### config.mk
export PLATFORM = sky130hd
export DESIGN_NAME = rotator_hex_display
export DESIGN_NICKNAME = d
export VERILOG_FILES = /design/src/rtl/rotator_hex_display_pkg.sv /design/src/rtl/rotator_hex_display_hex_to_seg7.sv /design/src/rtl/rotator_hex_display.sv
export SDC_FILE = /design/constraint.sdc
export NUM_CORES = 1
export LEC_CHECK = 0
export CORE_ASPECT_RATIO = 1.75
export CORE_UTILIZATION = 55
export CTS_CLUSTER_SIZE = 8
export DETAILED_ROUTE_END_ITERATION = 10
export DONT_BUFFER_PORTS = 1
export MAX_ROUTING_LAYER = met4
export PLACE_DENSITY = 0.72
export SLEW_MARGIN = 30
export SYNTH_ARGS = -nofsm -noshare
export SYNTH_HDL_FRONTEND = slang
export SYNTH_SLANG_ARGS = --single-unit
### constraint.sdc
create_clock -name clk -period 3.1 [get_ports clk]
set_input_delay 0.62 -clock clk [delete_from_list [all_inputs] [get_ports clk]]
set_output_delay 0.62 -clock clk [all_outputs]
set_load 0.03 [all_outputs]
### src/rtl/rotator_hex_display_pkg.sv
// Shared slot type, seven-segment glyph constants and blank patterns for the
// rotator hex display.
package rotator_hex_display_pkg;

    typedef enum logic [1:0] {
        DIG0 = 2'd0,
        DIG1 = 2'd1,
        DIG2 = 2'd2
    } slot_e;

    // Active-high gfedcba glyphs for hex digits 0..F.
    localparam logic [6:0] HEX_GLYPH [16] = '{
        7'h3F, 7'h06, 7'h5B, 7'h4F,
        7'h66, 7'h6D, 7'h7D, 7'h07,
        7'h7F, 7'h6F, 7'h77, 7'h7C,
        7'h39, 7'h5E, 7'h79, 7'h71
    };

    localparam logic [6:0] GLYPH_R   = 7'h50;  // segments e, g
    localparam logic [6:0] GLYPH_L   = 7'h38;  // segments d, e, f
    localparam logic [7:0] SEG_BLANK = 8'hFF;
    localparam logic [2:0] AN_BLANK  = 3'b111;

    function automatic logic [2:0] slot_anode(input slot_e slot);
        case (slot)
            DIG1:    return 3'b101;
            DIG2:    return 3'b011;
            default: return 3'b110;
        endcase
    endfunction

endpackage

### src/rtl/rotator_hex_display_hex_to_seg7.sv
// Combinational 4-bit to seven-segment glyph decoder (active-high gfedcba).
module hex_to_seg7
    import rotator_hex_display_pkg::*;
(
    input  logic [3:0] nibble_i,
    output logic [6:0] glyph_o
);

    assign glyph_o = HEX_GLYPH[nibble_i];

endmodule

### src/rtl/rotator_hex_display.sv
// Scanned 3-digit seven-segment driver: two hex digits of the rotator result
// plus a direction letter, snapshotted once per frame to avoid tearing.
module rotator_hex_display
    import rotator_hex_display_pkg::*;
#(
    parameter int DIV_COUNT    = 12000,
    parameter int BLANK_CYCLES = 4
) (
    input  logic       clk,
    input  logic       reset,
    input  logic [7:0] value,
    input  logic       dir,
    input  logic       hold,
    output logic [7:0] seg,
    output logic [2:0] an
);

    localparam int DIV_W = (DIV_COUNT > 1) ? $clog2(DIV_COUNT) : 1;
    localparam logic [DIV_W-1:0] DIV_LAST  = DIV_W'(DIV_COUNT - 1);
    localparam logic [DIV_W-1:0] BLANK_END = DIV_W'(BLANK_CYCLES);

    logic [DIV_W-1:0] div_q, div_d;
    slot_e            slot_q, slot_d;
    logic [7:0]       snap_val_q, snap_val_d;
    logic             snap_dir_q, snap_dir_d;
    logic             snap_hold_q, snap_hold_d;
    logic             load_pending_q, load_pending_d;
    logic [7:0]       seg_q, seg_d;
    logic [2:0]       an_q, an_d;

    logic       slot_tick;
    logic       load;
    logic       blank;
    logic       dp;
    logic [3:0] nibble;
    logic [6:0] hex_glyph;
    logic [6:0] glyph;

    assign slot_tick = (div_q == DIV_LAST);
    assign load      = load_pending_q | (slot_tick & (slot_q == DIG2));
    assign blank     = (div_q < BLANK_END);
    assign nibble    = (slot_q == DIG1) ? snap_val_q[7:4] : snap_val_q[3:0];

    hex_to_seg7 u_hex_to_seg7 (
        .nibble_i (nibble),
        .glyph_o  (hex_glyph)
    );

    always_comb begin
        // NOTE: every variable gets a default before any branch, so no path can infer a latch.
        div_d          = slot_tick ? '0 : div_q + 1'b1;
        slot_d         = slot_q;
        snap_val_d     = snap_val_q;
        snap_dir_d     = snap_dir_q;
        snap_hold_d    = snap_hold_q;
        load_pending_d = load_pending_q;

        if (slot_tick) begin
            case (slot_q)
                DIG0:    slot_d = DIG1;
                DIG1:    slot_d = DIG2;
                default: slot_d = DIG0;
            endcase
        end

        // A held load still latches the hold flag, so dp and freeze switch together.
        if (load) begin
            load_pending_d = 1'b0;
            snap_hold_d    = hold;
            if (!hold) begin
                snap_val_d = value;
                snap_dir_d = dir;
            end
        end
    end

    always_comb begin
        glyph = hex_glyph;
        dp    = 1'b0;
        if (slot_q == DIG2) begin
            glyph = snap_dir_q ? GLYPH_R : GLYPH_L;
            dp    = snap_hold_q;
        end
        seg_d = blank ? SEG_BLANK : ~{dp, glyph};
        an_d  = blank ? AN_BLANK  : slot_anode(slot_q);
    end

    always_ff @(posedge clk) begin
        // NOTE: state registers use non-blocking assignments so every register samples pre-edge values.
        if (reset) begin
            div_q          <= '0;
            slot_q         <= DIG0;
            snap_val_q     <= '0;
            snap_dir_q     <= 1'b0;
            snap_hold_q    <= 1'b0;
            load_pending_q <= 1'b1;
            seg_q          <= SEG_BLANK;
            an_q           <= AN_BLANK;
        end else begin
            div_q          <= div_d;
            slot_q         <= slot_d;
            snap_val_q     <= snap_val_d;
            snap_dir_q     <= snap_dir_d;
            snap_hold_q    <= snap_hold_d;
            load_pending_q <= load_pending_d;
            seg_q          <= seg_d;
            an_q           <= an_d;
        end
    end

    assign seg = seg_q;
    assign an  = an_q;

endmodule

# Word level (Yosys, flattened, before mapping)

Memories as Yosys holds them, arrays and structs flattened.
Cells that the tools add are included.
W data, S select, Z words.

Memories kept: 1
Input bits: 12
Flip-flop bits (word level): 38
Memory bits (read-only): 112
Word-level logic and storage cells: 32

Order comparisons: 2
Mux-type cells: 8
Add/subtract/negate cells: 1
Bitwise gates (word level): 5
Equal/unequal tests: 3
Reductions and logical operators: 4

Memory list:

| name            | depth | bits a word | read ports | clocked after memory_dff | write ports | line                                 | text |
|---|---|---|---|---|---|---|---|
| (no name shown) | 16    | 7           | 1          | 0                        | 0           | rotator_hex_display_hex_to_seg7.sv:9 | `assign glyph_o = HEX_GLYPH[nibble_i];` |

Operator list:

| kind                    | number |
|---|---|
| $mux W7                 | 4 |
| $add A14 B1 Y14 const B | 1 |
| $eq A14 B14 Y1 const B  | 1 |
| $lt A14 B3 Y1 const B   | 1 |
| $not A8 Y8              | 1 |
| $pmux W3 S2             | 1 |
| $ge A5 B5 Y1 const B    | 1 |
| $not A4 Y5              | 1 |
| $mux W4                 | 1 |
| $pmux W2 S2             | 1 |
| $reduce_or A2 Y1        | 2 |
| $eq A2 B1 Y1 const B    | 1 |
| $eq A2 B2 Y1 const B    | 1 |
| $logic_not A2 Y1        | 1 |
| $reduce_and A2 Y1       | 1 |
| $and A1 B1 Y1           | 1 |
| $mux W1                 | 1 |
| $not A1 Y1              | 1 |
| $or A1 B1 Y1            | 1 |

# Longest topological paths before layout

Word-level depth: 8
Depth in mapped cells: 9
Mapped depth without buffers: 8

# By module

Synthesis repeated with hierarchy kept, for this count alone.

Cell total of the unflattened synthesis: 224
Area, all modules: 2122.0 µm²

Modules (own cells, without submodules):

| module              | sequential area each (µm²) | area an instance (µm²) | instances | cells an instance |
|---|---|---|---|---|
| rotator_hex_display | 760.7                      | 1831.8                 | 1         | 191 |
| hex_to_seg7         | 0.0                        | 290.3                  | 1         | 33 |

# Worst setup path after synthesis

OpenSTA, ideal clock, no wires.

Path type: reg2reg
From: reg slot_q[1]
To: reg seg_q[3], in the netlist seg[3]
Arrival time: 2097 ps
Required time: 2950 ps
Slack: 853 ps
Buffers on the path: 1
Cell stages (with the launch flop): 10
Cell sequence: dfxtp_1 -> inv_1 -> ha_1 -> clkbuf_1 -> mux2i_1 -> inv_1 -> ha_1 -> mux4_2 -> nor2_1 -> o21ai_0

Longest elaborated chain between the ends: 8

Ends and longest elaborated chain:

| element                                     | line                                 | text |
|---|---|---|
| start, declared                             | rotator_hex_display.sv:23            | `slot_e slot_q, slot_d;` |
| start signal, assigned                      | rotator_hex_display.sv:101           | `slot_q <= slot_d;` |
| $eq A2 B1 Y1                                | rotator_hex_display.sv:42            | `assign nibble = (slot_q == DIG1) ? snap_val_q[7:4] : snap_val_q[3:0];` |
| $mux W4                                     | rotator_hex_display.sv:42            |  |
| $not A4 Y5 (implied by the code)            | rotator_hex_display_hex_to_seg7.sv:9 |  |
| $mem_v2 Z16 W7                              | -                                    |  |
| $mux W7 (implied by the code) (2 in series) | rotator_hex_display_hex_to_seg7.sv:9 |  |
| $mux W7 *                                   | rotator_hex_display.sv:80            | `if (slot_q == DIG2) begin` |
| $not A8 Y8 *                                | rotator_hex_display.sv:84            | `seg_d = blank ? SEG_BLANK : ~{dp, glyph};` |
| end signal, assigned                        | rotator_hex_display.sv:106           | `seg_q <= seg_d;` |
| end, declared                               | rotator_hex_display.sv:28            | `logic [7:0] seg_q, seg_d;` |

Every way passes the cells marked *; elsewhere a longest branch is shown, timed or not. The select of a mux whose other input is x is not followed.
A chain may end at the register's enable or synchronous reset.

# Worst setup path in the final report

Same ends and word-level chain as after synthesis.

==> run_results.csv <==
group,metric,value,unit
final_layout,drive_gt1_share,8.163,%
power,p_per_area,505.5,nW/um2
floorplan,io_pins,23,
sta,setup_viol,0,
routing,vias,1342,
yosys,yosysSeqAreaShare,41.93,%
placement,port-buffer-count,0,
placement,dp_hpwl,2.554,mm
clock_tree,clock_sinks,38,
floorplan,initial_core_util,57.75,%
critical_path,crit_fanout,6,
sta,max_slew.worst_pin.slew,0.6656,ns
clock_tree,cts_max_path_buffers,2,
final_layout,antenna_cells,0,
critical_path,worstPathRequired,3.23,ns
clock_tree,path_clk_slew,0.08,ns
power,fin_total_pwr,0.9785,mW
power,vdd_drop_max,0.3306,mV
critical_path,cpPeakStageDelay,0.49,ns
power,pwr-share-clk,41.6,%
power,p_sw_share,22.05,%
clock_tree,post_cts_buffers,0,
sta,hold_viol,0,
routing,viasPerCell,5.615,
yosys,synth-edff-count,0,
yosys,synth.yosys.warnings,0,
yosys,syn_inst,197,
placement,place_congestion,0.8692,
clock_tree,insertion_delay,0.29,ns
yosys,yosys_most_used_dff,"dfxtp_1",
clock_tree,h-tree-depth,2,
routing,first_pass_iters,4,
sta,final_max_slew_viol_count,0,
routing,wl,3.436,mm
critical_path,end_kind,"flip-flop",
floorplan,core.rowCount,27,
yosys,yosys.area.top_type_share,41.93,%
critical_path,path_class,"flip-flop to flip-flop",
power,net-switching-power,0.2157,mW
yosys,avgSynthCellArea,9.209,um2
final_layout,final_area,1936,um2
grt,grt_pass1_wl,5.540,mm
yosys,ys_top_cells_by_count,"dfxtp_1 (38), nor2_1 (21), o21ai_0 (14), nand2_1 (13), a21oi_1 (12)",
floorplan,dieHeight,77.98,um
run_status,outcome,"finished, final reports clean",
sta,skew,0.007271,ns
sta,rsz0062_at_grt,"false",
power,power.internal,0.7628,mW
sta,tns,0,ns
final_layout,area_delta_synth_final,6.690,%
critical_path,worstSetupStartpointType,"flip-flop",
routing,wl_per_cell,14.38,um
floorplan,dieArea,3541,um2
yosys,synthArstFlopShare,0,%
yosys,synth-seq-cells,38,
grt,gr-total-overflow,0,
final_layout,final_util,61.61,%
yosys,synth_cell_types,37,
floorplan,die_w,45.42,um
yosys,synth_most_common_cell,"dfxtp_1",
placement,placed_cell_area,1827,um2
yosys,ys_top_cells_by_area,"dfxtp_1 (42%), ha_1 (7.6%), xnor2_1 (4.8%)",
floorplan,core_area,3142,um2
grt,antenna_found_initial,0,
clock_tree,cts_resized,0,
sta,fmax,0.4066,GHz
power,p_leak,0.6725,nW
grt,grt_pass1_vias,1257,
clock_tree,cts_tree,"done",
sta,slew_headroom,55.04,%
clock_tree,postCtsHoldBufs,0,
power,pwr-share-seq,52.9,%
grt,grt_max_degree,20,
critical_path,crit_arrival,2.59,ns
grt,track_usage,22.11,%
sta,fin_crit,2.460,ns
run,max_cap_viol_count,0,
sta,period_share,79.35,%
yosys,syn_nets,220,
yosys,synth_top_area_cell,"dfxtp_1",
routing,postRouteAntennaNets,0,
clock_tree,cts_root_buf,"clkbuf_8",
routing,drc,0,
final_layout,nNetsFinal,218,
critical_path,crit_chain,"inv_1 -> ha_1 -> mux2i_1 -> inv_1 -> ha_1 -> mux4_2 -> nor2_1 -> o21ai_0",
min_path,hp-class,"primary input to flip-flop",
clock_tree,cts_buffers,5,
routing,drtIter0Drc,39,
critical_path,slowest_stage,"mux2i_1",
yosys,syn_area,1814,um2
power,p_comb_share,5.5,%
-- critical path, delay by kind of cell, from the launching register on --
| kind | cells | cell delay [ns] |
|---|---|---|
| multiplexers | 2 | 0.95 |
| adder cells (fa/ha/maj) | 2 | 0.58 |
| AND/OR/NAND/NOR | 1 | 0.10 |
| AO/OA/AOI/OAI | 1 | 0.08 |
| buffers and inverters | 2 | 0.25 |
| flip-flops | 1 | 0.35 |
-- cells by family after synthesis --
logic type / count (synthesis) / share of synthesized area, %
XOR/XNOR: 12 / 5.793
multiplexers: 10 / 6.345
flip-flops: 38 / 41.93
buffers and inverters: 18 / 4.345
AO/OA/AOI/OAI: 35 / 12.28
AND/OR/NAND/NOR: 73 / 21.72
adder cells (fa/ha/maj): 11 / 7.586
-- registers in the layout (all words and copies together), names as in the netlist --
register and cells:
an 3, div_q 14, load_pending_q 1, seg 8
slot_q 2, snap_dir_q 1, snap_hold_q 1, snap_val_q 8
-- final cells by class --
cell class	count	area, um2
Multi-Input combinational cell	141	974.7
Inverter	8	30.03
Clock buffer	5	68.82
Fill cell	268	1206
Timing Repair Buffer	1	7.507
Sequential cell	38	760.7
Tap cell	43	53.80
Clock inverter	3	40.04
-- cell usage in the layout (no fill, tap or decap), drive strengths merged, types with 2 or more instances in the layout --
cell    count
mux2        2
nand3       6
xor2        2
nand3b     10
xnor2      10
dfxtp      38
nand4       5
nand2      13
nor4        5
o21ai      14
clkinv      2
inv         8
clkbuf      5
nor3        6
a21oi      12
nor2b       2
nor2       21
ha         11
mux2i       7
-- final timing paths --
kind / start / to / slack, ns / cells past startpoint
max: slot_q[1] / seg[3] / 0.64 / 8
min: reset / load_pending_q / 0.35 / 0
max reg2reg: slot_q[1] / seg[3] / 0.64 / 8
min reg2reg: snap_hold_q / seg[7] / 0.43 / 1
-- per-layer routing --
layer | track usage [%] | share of wire [%] | up-vias
met4 | 10.91 | 2.7 | 0
li1 | - | - | 687
met5 | - | 0 | -
met1 | 20.76 | 37 | 615
met3 | 6.744 | 3.8 | 10
met2 | 38.14 | 56 | 30
-- power by group through the flow --
stage          registers (mW)  clock network (mW)  logic, mW
6_report                0.517               0.407     0.0540
2_1_floorplan           0.526                   0     0.0496
5_1_grt                 0.519               0.438     0.0613
4_1_cts                 0.517               0.415     0.0547
3_5_place_dp            0.529                   0     0.0548
3_3_place_gp            0.529                   0     0.0522
-- per-stage QoR --
stage               hold WS, ns  cells  worst slack [ns]
floorplan                0.3681    197            0.8526
global placement         0.4027    231            0.8288
detailed placement       0.4088    231            0.6873
CTS                      0.3431    239            0.6618
global route             0.3301    239            0.4974
finish                   0.3514    239            0.6403
Power figures use the tool's default switching activity.
